--- config.mk ---
export PLATFORM = sky130hd
export DESIGN_NAME = xif_coproc_sequencer_flat
export DESIGN_NICKNAME = d
export VERILOG_FILES = /design/src/rtl/xif_seq_pkg.sv /design/src/rtl/xif_coproc_sequencer_if.sv /design/src/rtl/xif_coproc_sequencer_table.sv /design/src/rtl/xif_coproc_sequencer.sv /design/src/flat_wrapper.sv
export SDC_FILE = /design/constraint.sdc
export NUM_CORES = 1
export LEC_CHECK = 0
export ABC_AREA = 1
export CAP_MARGIN = 20
export CELL_PAD_IN_SITES_DETAIL_PLACEMENT = 0
export CELL_PAD_IN_SITES_GLOBAL_PLACEMENT = 1
export CORE_UTILIZATION = 35
export DETAILED_ROUTE_END_ITERATION = 8
export PLACE_DENSITY = 0.79
export SYNTH_ARGS = -nofsm -noshare
export SYNTH_HDL_FRONTEND = slang
export SYNTH_HIERARCHICAL = 1
export SYNTH_SLANG_ARGS = --single-unit
export TNS_END_PERCENT = 100
--- constraint.sdc ---
create_clock -name clk_i -period 6.1 [get_ports clk_i]
set_clock_uncertainty 0.2 [all_clocks]
set_input_delay 1.22 -clock clk_i [delete_from_list [all_inputs] [get_ports clk_i]]
set_output_delay 1.22 -clock clk_i [all_outputs]
set_load 0.01 [all_outputs]
--- src/rtl/xif_seq_pkg.sv ---
`default_nettype none
// ============================================================================
// Module      : xif_seq_pkg
// Description : Shared types for the X-interface coprocessor sequencer.
// Revision    : 1.0 - initial release
// ============================================================================
package xif_seq_pkg;

    // Entries carry the widest supported ID; narrower IDs are zero-extended.
    localparam int c_id_w_max = 16;

    typedef enum logic [1:0] {
        ISSUED    = 2'd0,
        COMMITTED = 2'd1,
        KILLED    = 2'd2
    } entry_state_e;

    typedef enum logic [1:0] {
        IDLE     = 2'd0,
        DISPATCH = 2'd1,
        WAIT_RES = 2'd2,
        RESULT   = 2'd3
    } seq_state_e;

    typedef struct packed {
        logic                  valid;
        logic [c_id_w_max-1:0] id;
        entry_state_e          state;
    } entry_t;

    function automatic logic entry_is(input logic valid, input entry_state_e state,
                                      input entry_state_e want);
        return valid && (state == want);
    endfunction

endpackage
`default_nettype wire

--- src/rtl/xif_coproc_sequencer_if.sv ---
`default_nettype none
// ============================================================================
// Module      : xif_coproc_sequencer_if
// Description : Issue/commit/exec/result handshake bundle of the sequencer.
// Revision    : 1.0 - initial release
// ============================================================================
interface xif_coproc_sequencer_if #(
    parameter int X_ID_WIDTH  = 4,
    parameter int X_RFW_WIDTH = 32
);
    logic                   issue_valid_i;
    logic                   issue_ready_o;
    logic [X_ID_WIDTH-1:0]  issue_id_i;
    logic                   dec_accept_i;
    logic                   commit_valid_i;
    logic [X_ID_WIDTH-1:0]  commit_id_i;
    logic                   commit_kill_i;
    logic                   exec_valid_o;
    logic                   exec_ready_i;
    logic [X_ID_WIDTH-1:0]  exec_id_o;
    logic                   exec_rvalid_i;
    logic [X_RFW_WIDTH-1:0] exec_rdata_i;
    logic                   result_valid_o;
    logic                   result_ready_i;
    logic [X_ID_WIDTH-1:0]  result_id_o;
    logic [X_RFW_WIDTH-1:0] result_data_o;
    logic                   err_o;

    // Coprocessor side
    modport slave (
        input  issue_valid_i, issue_id_i, dec_accept_i,
        input  commit_valid_i, commit_id_i, commit_kill_i,
        input  exec_ready_i, exec_rvalid_i, exec_rdata_i, result_ready_i,
        output issue_ready_o, exec_valid_o, exec_id_o,
        output result_valid_o, result_id_o, result_data_o, err_o
    );

    // CPU / execution-unit side
    modport master (
        output issue_valid_i, issue_id_i, dec_accept_i,
        output commit_valid_i, commit_id_i, commit_kill_i,
        output exec_ready_i, exec_rvalid_i, exec_rdata_i, result_ready_i,
        input  issue_ready_o, exec_valid_o, exec_id_o,
        input  result_valid_o, result_id_o, result_data_o, err_o
    );
endinterface
`default_nettype wire

--- src/rtl/xif_coproc_sequencer_table.sv ---
`default_nettype none
// ============================================================================
// Module      : xif_seq_table
// Description : Circular tracking table with CAM commit match and duplicate
//               ID detection.
// Revision    : 1.0 - initial release
// ============================================================================
module xif_seq_table
    import xif_seq_pkg::*;
#(
    parameter int X_ID_WIDTH = 4,
    parameter int DEPTH      = 4
) (
    input  wire logic                  clk_i,
    input  wire logic                  rst_ni,
    input  wire logic                  i_push,
    input  wire logic [X_ID_WIDTH-1:0] i_push_id,
    input  wire logic                  i_commit_valid,
    input  wire logic [X_ID_WIDTH-1:0] i_commit_id,
    input  wire logic                  i_commit_kill,
    input  wire logic                  i_pop,
    output logic                       o_not_full,
    output logic                       o_head_valid,
    output logic [X_ID_WIDTH-1:0]      o_head_id,
    output entry_state_e               o_head_state,
    output logic                       o_commit_miss,
    output logic                       o_push_dup
);
    localparam int                 c_ptr_w = $clog2(DEPTH);
    localparam logic [c_ptr_w:0]   c_depth = (c_ptr_w + 1)'(DEPTH);

    entry_t                  r_entries [DEPTH];
    logic [c_ptr_w-1:0]      r_head;
    logic [c_ptr_w-1:0]      r_tail;
    logic [c_ptr_w:0]        r_count;

    logic [c_id_w_max-1:0]   w_push_id;
    logic [c_id_w_max-1:0]   w_commit_id;
    logic [DEPTH-1:0]        w_match;
    logic [DEPTH-1:0]        w_dup;
    logic                    w_push_match;
    entry_state_e            w_resolved;

    assign w_push_id   = c_id_w_max'(i_push_id);
    assign w_commit_id = c_id_w_max'(i_commit_id);
    assign w_resolved  = i_commit_kill ? KILLED : COMMITTED;

    // A commit may target the entry being pushed in the same cycle.
    assign w_push_match = i_commit_valid && i_push && (w_commit_id == w_push_id);

    always_comb begin
        w_match = '0;
        w_dup   = '0;
        for (int i = 0; i < DEPTH; i++) begin
            w_match[i] = i_commit_valid && r_entries[i].valid &&
                         (r_entries[i].state == ISSUED) &&
                         (r_entries[i].id == w_commit_id);
            w_dup[i]   = r_entries[i].valid && (r_entries[i].id == w_push_id);
        end
    end

    assign o_commit_miss = i_commit_valid && !(|w_match) && !w_push_match;
    assign o_push_dup    = i_push && (|w_dup);

    assign o_not_full   = (r_count != c_depth);
    assign o_head_valid = r_entries[r_head].valid;
    assign o_head_id    = r_entries[r_head].id[X_ID_WIDTH-1:0];
    assign o_head_state = r_entries[r_head].state;

    always_ff @(posedge clk_i or negedge rst_ni) begin
        if (!rst_ni) begin
            for (int i = 0; i < DEPTH; i++) begin
                r_entries[i] <= '{valid: 1'b0, id: '0, state: ISSUED};
            end
            r_head  <= '0;
            r_tail  <= '0;
            r_count <= '0;
        end else begin
            for (int i = 0; i < DEPTH; i++) begin
                if (w_match[i]) begin
                    r_entries[i].state <= w_resolved;
                end
            end
            if (i_pop) begin
                r_entries[r_head].valid <= 1'b0;
                r_head                  <= r_head + 1'b1;
            end
            if (i_push) begin
                r_entries[r_tail] <= '{valid: 1'b1, id: w_push_id,
                                       state: (w_push_match ? w_resolved : ISSUED)};
                r_tail            <= r_tail + 1'b1;
            end
            case ({i_push, i_pop})
                2'b10:   r_count <= r_count + 1'b1;
                2'b01:   r_count <= r_count - 1'b1;
                default: r_count <= r_count;
            endcase
        end
    end

endmodule
`default_nettype wire

--- src/rtl/xif_coproc_sequencer.sv ---
`default_nettype none
// ============================================================================
// Module      : xif_coproc_sequencer
// Description : In-order single-unit dispatcher and result return path for
//               the CORE-V eXtension interface.
// Revision    : 1.0 - initial release
// ============================================================================
module xif_coproc_sequencer
    import xif_seq_pkg::*;
#(
    parameter int X_ID_WIDTH  = 4,
    parameter int DEPTH       = 4,
    parameter int X_RFW_WIDTH = 32
) (
    input  wire logic               clk_i,
    input  wire logic               rst_ni,
    xif_coproc_sequencer_if.slave   bus
);
    localparam logic [1:0] c_st_idle     = IDLE;
    localparam logic [1:0] c_st_dispatch = DISPATCH;
    localparam logic [1:0] c_st_wait     = WAIT_RES;
    localparam logic [1:0] c_st_result   = RESULT;

    logic [1:0]             r_state;
    logic [X_ID_WIDTH-1:0]  r_res_id;
    logic [X_RFW_WIDTH-1:0] r_res_data;
    logic                   r_err;

    logic                   w_push;
    logic                   w_pop;
    logic                   w_not_full;
    logic                   w_head_valid;
    logic [X_ID_WIDTH-1:0]  w_head_id;
    entry_state_e           w_head_state;
    logic                   w_commit_miss;
    logic                   w_push_dup;
    logic                   w_head_commit;
    logic                   w_head_kill;
    logic                   w_exec_valid;
    logic                   w_exec_fire;
    logic                   w_stray_rvalid;
    logic                   w_result_valid;

    assign w_push = bus.issue_valid_i && w_not_full && bus.dec_accept_i;

    xif_seq_table #(
        .X_ID_WIDTH (X_ID_WIDTH),
        .DEPTH      (DEPTH)
    ) u_table (
        .clk_i          (clk_i),
        .rst_ni         (rst_ni),
        .i_push         (w_push),
        .i_push_id      (bus.issue_id_i),
        .i_commit_valid (bus.commit_valid_i),
        .i_commit_id    (bus.commit_id_i),
        .i_commit_kill  (bus.commit_kill_i),
        .i_pop          (w_pop),
        .o_not_full     (w_not_full),
        .o_head_valid   (w_head_valid),
        .o_head_id      (w_head_id),
        .o_head_state   (w_head_state),
        .o_commit_miss  (w_commit_miss),
        .o_push_dup     (w_push_dup)
    );

    assign w_head_commit = entry_is(w_head_valid, w_head_state, COMMITTED);
    assign w_head_kill   = entry_is(w_head_valid, w_head_state, KILLED);

    // IDLE offers a committed head immediately so dispatch follows commit by
    // one cycle; DISPATCH only holds the request when it was not taken.
    assign w_exec_valid   = (r_state == c_st_dispatch) ||
                            ((r_state == c_st_idle) && w_head_commit);
    assign w_exec_fire    = w_exec_valid && bus.exec_ready_i;
    assign w_pop          = w_exec_fire || ((r_state == c_st_idle) && w_head_kill);
    assign w_stray_rvalid = bus.exec_rvalid_i && (r_state != c_st_wait);
    assign w_result_valid = (r_state == c_st_result);

    always_ff @(posedge clk_i or negedge rst_ni) begin
        if (!rst_ni) begin
            r_state    <= c_st_idle;
            r_res_id   <= '0;
            r_res_data <= '0;
        end else begin
            case (r_state)
                c_st_idle: begin
                    if (w_exec_fire) begin
                        r_res_id <= w_head_id;
                        r_state  <= c_st_wait;
                    end else if (w_head_commit) begin
                        r_state  <= c_st_dispatch;
                    end
                end
                c_st_dispatch: begin
                    if (bus.exec_ready_i) begin
                        r_res_id <= w_head_id;
                        r_state  <= c_st_wait;
                    end
                end
                c_st_wait: begin
                    if (bus.exec_rvalid_i) begin
                        r_res_data <= bus.exec_rdata_i;
                        r_state    <= c_st_result;
                    end
                end
                c_st_result: begin
                    if (bus.result_ready_i) begin
                        r_state <= c_st_idle;
                    end
                end
                default: r_state <= c_st_idle;
            endcase
        end
    end

    always_ff @(posedge clk_i or negedge rst_ni) begin
        if (!rst_ni) begin
            r_err <= 1'b0;
        end else if (w_commit_miss || w_push_dup || w_stray_rvalid) begin
            r_err <= 1'b1;
        end
    end

    assign bus.issue_ready_o  = w_not_full;
    assign bus.exec_valid_o   = w_exec_valid;
    assign bus.exec_id_o      = w_exec_valid ? w_head_id : '0;
    assign bus.result_valid_o = w_result_valid;
    assign bus.result_id_o    = w_result_valid ? r_res_id : '0;
    assign bus.result_data_o  = w_result_valid ? r_res_data : '0;
    assign bus.err_o          = r_err;

endmodule
`default_nettype wire

--- src/flat_wrapper.sv ---
// flat-port wrapper written by rule: the top's interface ports become plain ports
module xif_coproc_sequencer_flat import xif_seq_pkg::*;
#(
    parameter int X_ID_WIDTH  = 4,
    parameter int DEPTH       = 4,
    parameter int X_RFW_WIDTH = 32
)
  (clk_i, rst_ni, bus_issue_valid_i, bus_issue_id_i, bus_dec_accept_i, bus_commit_valid_i, bus_commit_id_i, bus_commit_kill_i, bus_exec_ready_i, bus_exec_rvalid_i, bus_exec_rdata_i, bus_result_ready_i, bus_issue_ready_o, bus_exec_valid_o, bus_exec_id_o, bus_result_valid_o, bus_result_id_o, bus_result_data_o, bus_err_o);
  xif_coproc_sequencer_if #(.X_ID_WIDTH(X_ID_WIDTH), .X_RFW_WIDTH(X_RFW_WIDTH)) bus_i ();
  input  wire logic clk_i;
  input  wire logic rst_ni;
  input wire logic [$bits(bus_i.issue_valid_i)-1:0] bus_issue_valid_i;
  input wire logic [$bits(bus_i.issue_id_i)-1:0] bus_issue_id_i;
  input wire logic [$bits(bus_i.dec_accept_i)-1:0] bus_dec_accept_i;
  input wire logic [$bits(bus_i.commit_valid_i)-1:0] bus_commit_valid_i;
  input wire logic [$bits(bus_i.commit_id_i)-1:0] bus_commit_id_i;
  input wire logic [$bits(bus_i.commit_kill_i)-1:0] bus_commit_kill_i;
  input wire logic [$bits(bus_i.exec_ready_i)-1:0] bus_exec_ready_i;
  input wire logic [$bits(bus_i.exec_rvalid_i)-1:0] bus_exec_rvalid_i;
  input wire logic [$bits(bus_i.exec_rdata_i)-1:0] bus_exec_rdata_i;
  input wire logic [$bits(bus_i.result_ready_i)-1:0] bus_result_ready_i;
  output wire logic [$bits(bus_i.issue_ready_o)-1:0] bus_issue_ready_o;
  output wire logic [$bits(bus_i.exec_valid_o)-1:0] bus_exec_valid_o;
  output wire logic [$bits(bus_i.exec_id_o)-1:0] bus_exec_id_o;
  output wire logic [$bits(bus_i.result_valid_o)-1:0] bus_result_valid_o;
  output wire logic [$bits(bus_i.result_id_o)-1:0] bus_result_id_o;
  output wire logic [$bits(bus_i.result_data_o)-1:0] bus_result_data_o;
  output wire logic [$bits(bus_i.err_o)-1:0] bus_err_o;
  assign bus_i.issue_valid_i = bus_issue_valid_i;
  assign bus_i.issue_id_i = bus_issue_id_i;
  assign bus_i.dec_accept_i = bus_dec_accept_i;
  assign bus_i.commit_valid_i = bus_commit_valid_i;
  assign bus_i.commit_id_i = bus_commit_id_i;
  assign bus_i.commit_kill_i = bus_commit_kill_i;
  assign bus_i.exec_ready_i = bus_exec_ready_i;
  assign bus_i.exec_rvalid_i = bus_exec_rvalid_i;
  assign bus_i.exec_rdata_i = bus_exec_rdata_i;
  assign bus_i.result_ready_i = bus_result_ready_i;
  assign bus_issue_ready_o = bus_i.issue_ready_o;
  assign bus_exec_valid_o = bus_i.exec_valid_o;
  assign bus_exec_id_o = bus_i.exec_id_o;
  assign bus_result_valid_o = bus_i.result_valid_o;
  assign bus_result_id_o = bus_i.result_id_o;
  assign bus_result_data_o = bus_i.result_data_o;
  assign bus_err_o = bus_i.err_o;
  xif_coproc_sequencer #(.X_ID_WIDTH(X_ID_WIDTH), .DEPTH(DEPTH), .X_RFW_WIDTH(X_RFW_WIDTH)) u_core (.clk_i(clk_i), .rst_ni(rst_ni), .bus(bus_i));
endmodule
==> flow_summary_export.csv <==
group,metric,value,unit
timing,fmax,235,MHz
routing,wire_per_inst,14.0,um
place,port_buffers,92,
cts,cts_hold_buf,0,
final_layout,drive_gt1_share,11.9,%
cts,tritoncts,"yes",
global_route,grtUsageTotal,19.2,%
pwr,p_int,1.79,mW
floorplan,die_h,115,um
logic_synthesis,synth-seq-area-share,41.2,%
cts,clk_latency,0.34,ns
cts,cts.clk_slew.worst_paths,0.06,ns
logic_synthesis,yosysTopAreaCell,"dfrtp_1",
timing,slew_violations,0,
final_layout,syn_to_final_growth,30.9,%
logic_synthesis,synth_seq_cells,74,
worst_setup_path,crit_path_max_incr_delay,0.59,ns
global_route,grt_pass1_vias,3702,
cts,cts_sinks,74,
worst_setup_path,crit_chain,"inv_1 -> o21ai_0 -> o22ai_1 -> inv_1 -> nand3_1 -> nand2_1 -> nand2_1 -> nor2_1 -> clkdlybuf4s50_1",
routing,via_per_inst,4.59,
cts,cts.repair.resized,0,
worst_setup_path,crit_fanout,19,
floorplan,start_util,35.8,%
routing,drtAntennaViolNets,0,
pwr,power_switching_share,38.6,%
pwr,p_per_area,495,nW/um2
final_layout,fill_cells,1243,
status,status,"complete, no violations",
timing,finalCritPeriodShare,69.8,%
floorplan,coreArea,12600,um2
logic_synthesis,synth.net_count,625,
logic_synthesis,yosysUniqueCellTypes,31,
logic_synthesis,syn_area,4500,um2
routing,first_pass_iters,4,
logic_synthesis,synth_cells,562,
final_layout,fin_nets,714,
final_layout,num_antenna_cells,0,
logic_synthesis,yosysMostFrequentCell,"nand2_1",
logic_synthesis,synth_top_cells_by_count,"171 x nand2_1, 85 x inv_1, 74 x dfrtp_1",
cts,root_buffer,"clkbuf_16",
timing,slew_headroom,27.3,%
logic_synthesis,synth_edf_count,0,
cts,clk_path_buf_depth,2,
timing,rsz0062_at_grt,"false",
floorplan,rows,41,
logic_synthesis,ys_async_sr_fraction,100,%
worst_setup_path,critical_path_class,"register to output pin",
cts,cts_made_buffers,9,
pwr,p_sw,1.13,mW
logic_synthesis,synth_area_leaders,"dfrtp_1 41%, nand2_1 14%, mux2_4 10%",
min_path,min_path_cells,1,
pwr,combPwrFrac,45.3,%
pwr,seqPwrFrac,33.4,%
pwr,p_leak,3.09,nW
floorplan,die_x,115,um
logic_synthesis,synth_flop_cell,"dfrtp_1",
place,dp.final_hpwl,8550,um
global_route,grt_pass1_wl,19200,um
worst_setup_path,cp-start-kind,"register",
worst_setup_path,cp_slowest_cell,"dfrtp_1",
global_route,antenna_found_initial,0,
worst_setup_path,worstRegToRegCells,14,
timing,hold_violations,0,
logic_synthesis,synth.avg_cell_area,8.00,um2
worst_setup_path,endpoint_kind,"output pin",
place,pre_cts_ws,2.21,ns
worst_setup_path,rr_startpoint,"u_core/u_table/r_head[0]",
floorplan,ios,93,
cts,h-tree-depth,3,
cts,post_cts_buffers,0,
floorplan,die_area,13300,um2
final_layout,multiInputGateArea,2190,um2
timing,finalSetupViolCount,0,
place,place_congestion,0.846,
min_path,min_to,"u_core/u_table/r_count[0]",
logic_synthesis,synth_top_area_share,41.2,%
global_route,gr-total-overflow,0,
min_path,hp-start,"u_core/u_table/r_count[0]",
job,drv_cap,0,
global_route,grt_max_degree,75,
worst_setup_path,cp.arrival,2.84,ns
routing,vias,3802,
timing,fin_crit,4.26,ns
logic_synthesis,yosysWarningCount,6,
worst_setup_path,cp.required,4.68,ns
timing,tightest_slew,1.09,ns
routing,routed_wl,11600,um
final_layout,seq_area,1850,um2
worst_setup_path,timing.rr.end,"u_core/u_table/r_count[2]",
pwr,irDropWorstVdd,210,uV
min_path,hold_class,"register to register",
routing,drt_iter0_markers,240,
pwr,pwr-share-clk,21.3,%
routing,drc,0,
timing,setup_tns,0,ns
worst_setup_path,regToRegSetupSlack,2.51,ns
timing,worst_slack,1.84,ns
## worst max path at each step
stage                                   startpoint  slack (ns)               end  cells past startpoint
after global placement    u_core/u_table/r_head[0]        2.35  bus_exec_id_o[3]                      9
final                     u_core/u_table/r_head[0]        1.84  bus_exec_id_o[2]                      9
after global routing      u_core/u_table/r_head[0]        1.55  bus_exec_id_o[2]                      9
after floorplan           u_core/u_table/r_head[0]        3.22  bus_exec_id_o[0]                      8
after detailed placement  u_core/u_table/r_head[0]        2.21  bus_exec_id_o[2]                      9
after CTS                 u_core/u_table/r_head[0]        1.84  bus_exec_id_o[2]                      9
## through the flow
step	utilization (%)	power, mW	cell area (um2)	std cells	hold slack, ns
after floorplan	-	1.82	4500	562	0.246
after global placement	44.0	2.26	5530	812	0.263
after detailed placement	44.0	2.30	5530	812	0.263
after CTS	46.8	2.94	5880	828	0.275
after global routing	46.8	3.17	5880	828	0.295
final	46.8	2.91	5880	828	0.277
## critical path: cells and delay by family (launching register included)
family,cells,cell delay (ns)
DFF,1,0.59
and+or+nand+nor,4,0.54
buffers and inverters,3,0.96
AOI/OAI and AO/OA,2,0.39
## layer usage
metal | global-route usage, % | share of wire, % | vias to the layer above
li1 | - | - | 1907
met1 | 25.2 | 46 | 1769
met2 | 30.5 | 45 | 112
met3 | 5.90 | 7.3 | 14
met4 | 5.11 | 1.4 | 0
met5 | 0 | 0 | -
## sequential cells by signal, summed over array words and instances, names as in the netlist
| register | flops |
|---|---|
| u_core/r_state | 2 |
| u_core/r_res_data | 32 |
| u_core/r_res_id | 4 |
| u_core/u_table/r_entries | 28 |
| u_core/u_table/r_head | 2 |
| u_core/bus.err_o | 1 |
| u_core/u_table/r_tail | 2 |
| u_core/u_table/r_count | 3 |
## kinds of logic after synthesis
family,after synthesis,share of synthesized area (%)
AND/OR/NAND/NOR,257,23.9
flip-flops,74,41.2
adder cells (fa/ha/maj),14,4.06
multiplexers,32,10.5
buffers and inverters,108,10.2
XOR/XNOR,16,3.12
AO/OA/AOI/OAI,61,7.07
## layout by cell type (no fill, tap or decap), types with 7 or more instances in the layout
master and instances:
a21oi_1 11, clkbuf_16 9, clkdlybuf4s50_1 91, dfrtp_1 74, ha_1 13, inv_1 85, inv_2 7, mux2_4 30
nand2_1 171, nand2_2 10, nand3_1 12, nand4_1 7, nor2_1 43, o21ai_0 40, xnor2_1 11
## power by group through the flow
stage               logic (mW)  registers (mW)  clock network [mW]
finish                    1.32           0.974               0.620
global route              1.50            1.01               0.659
CTS                       1.34           0.969               0.636
detailed placement        1.32           0.976                   0
global placement          1.30           0.964                   0
floorplan                0.943           0.881                   0
## area by class of cell
class | count | area share, %
Multi-Input combinational cell | 380 | 37.2
Clock inverter | 7 | 2.15
Tap cell | 172 | 3.66
Timing Repair Buffer | 93 | 15.7
Clock buffer | 9 | 3.83
Sequential cell | 74 | 31.5
Inverter | 93 | 5.98
Note: power is estimated with default switching activity, not from simulation.
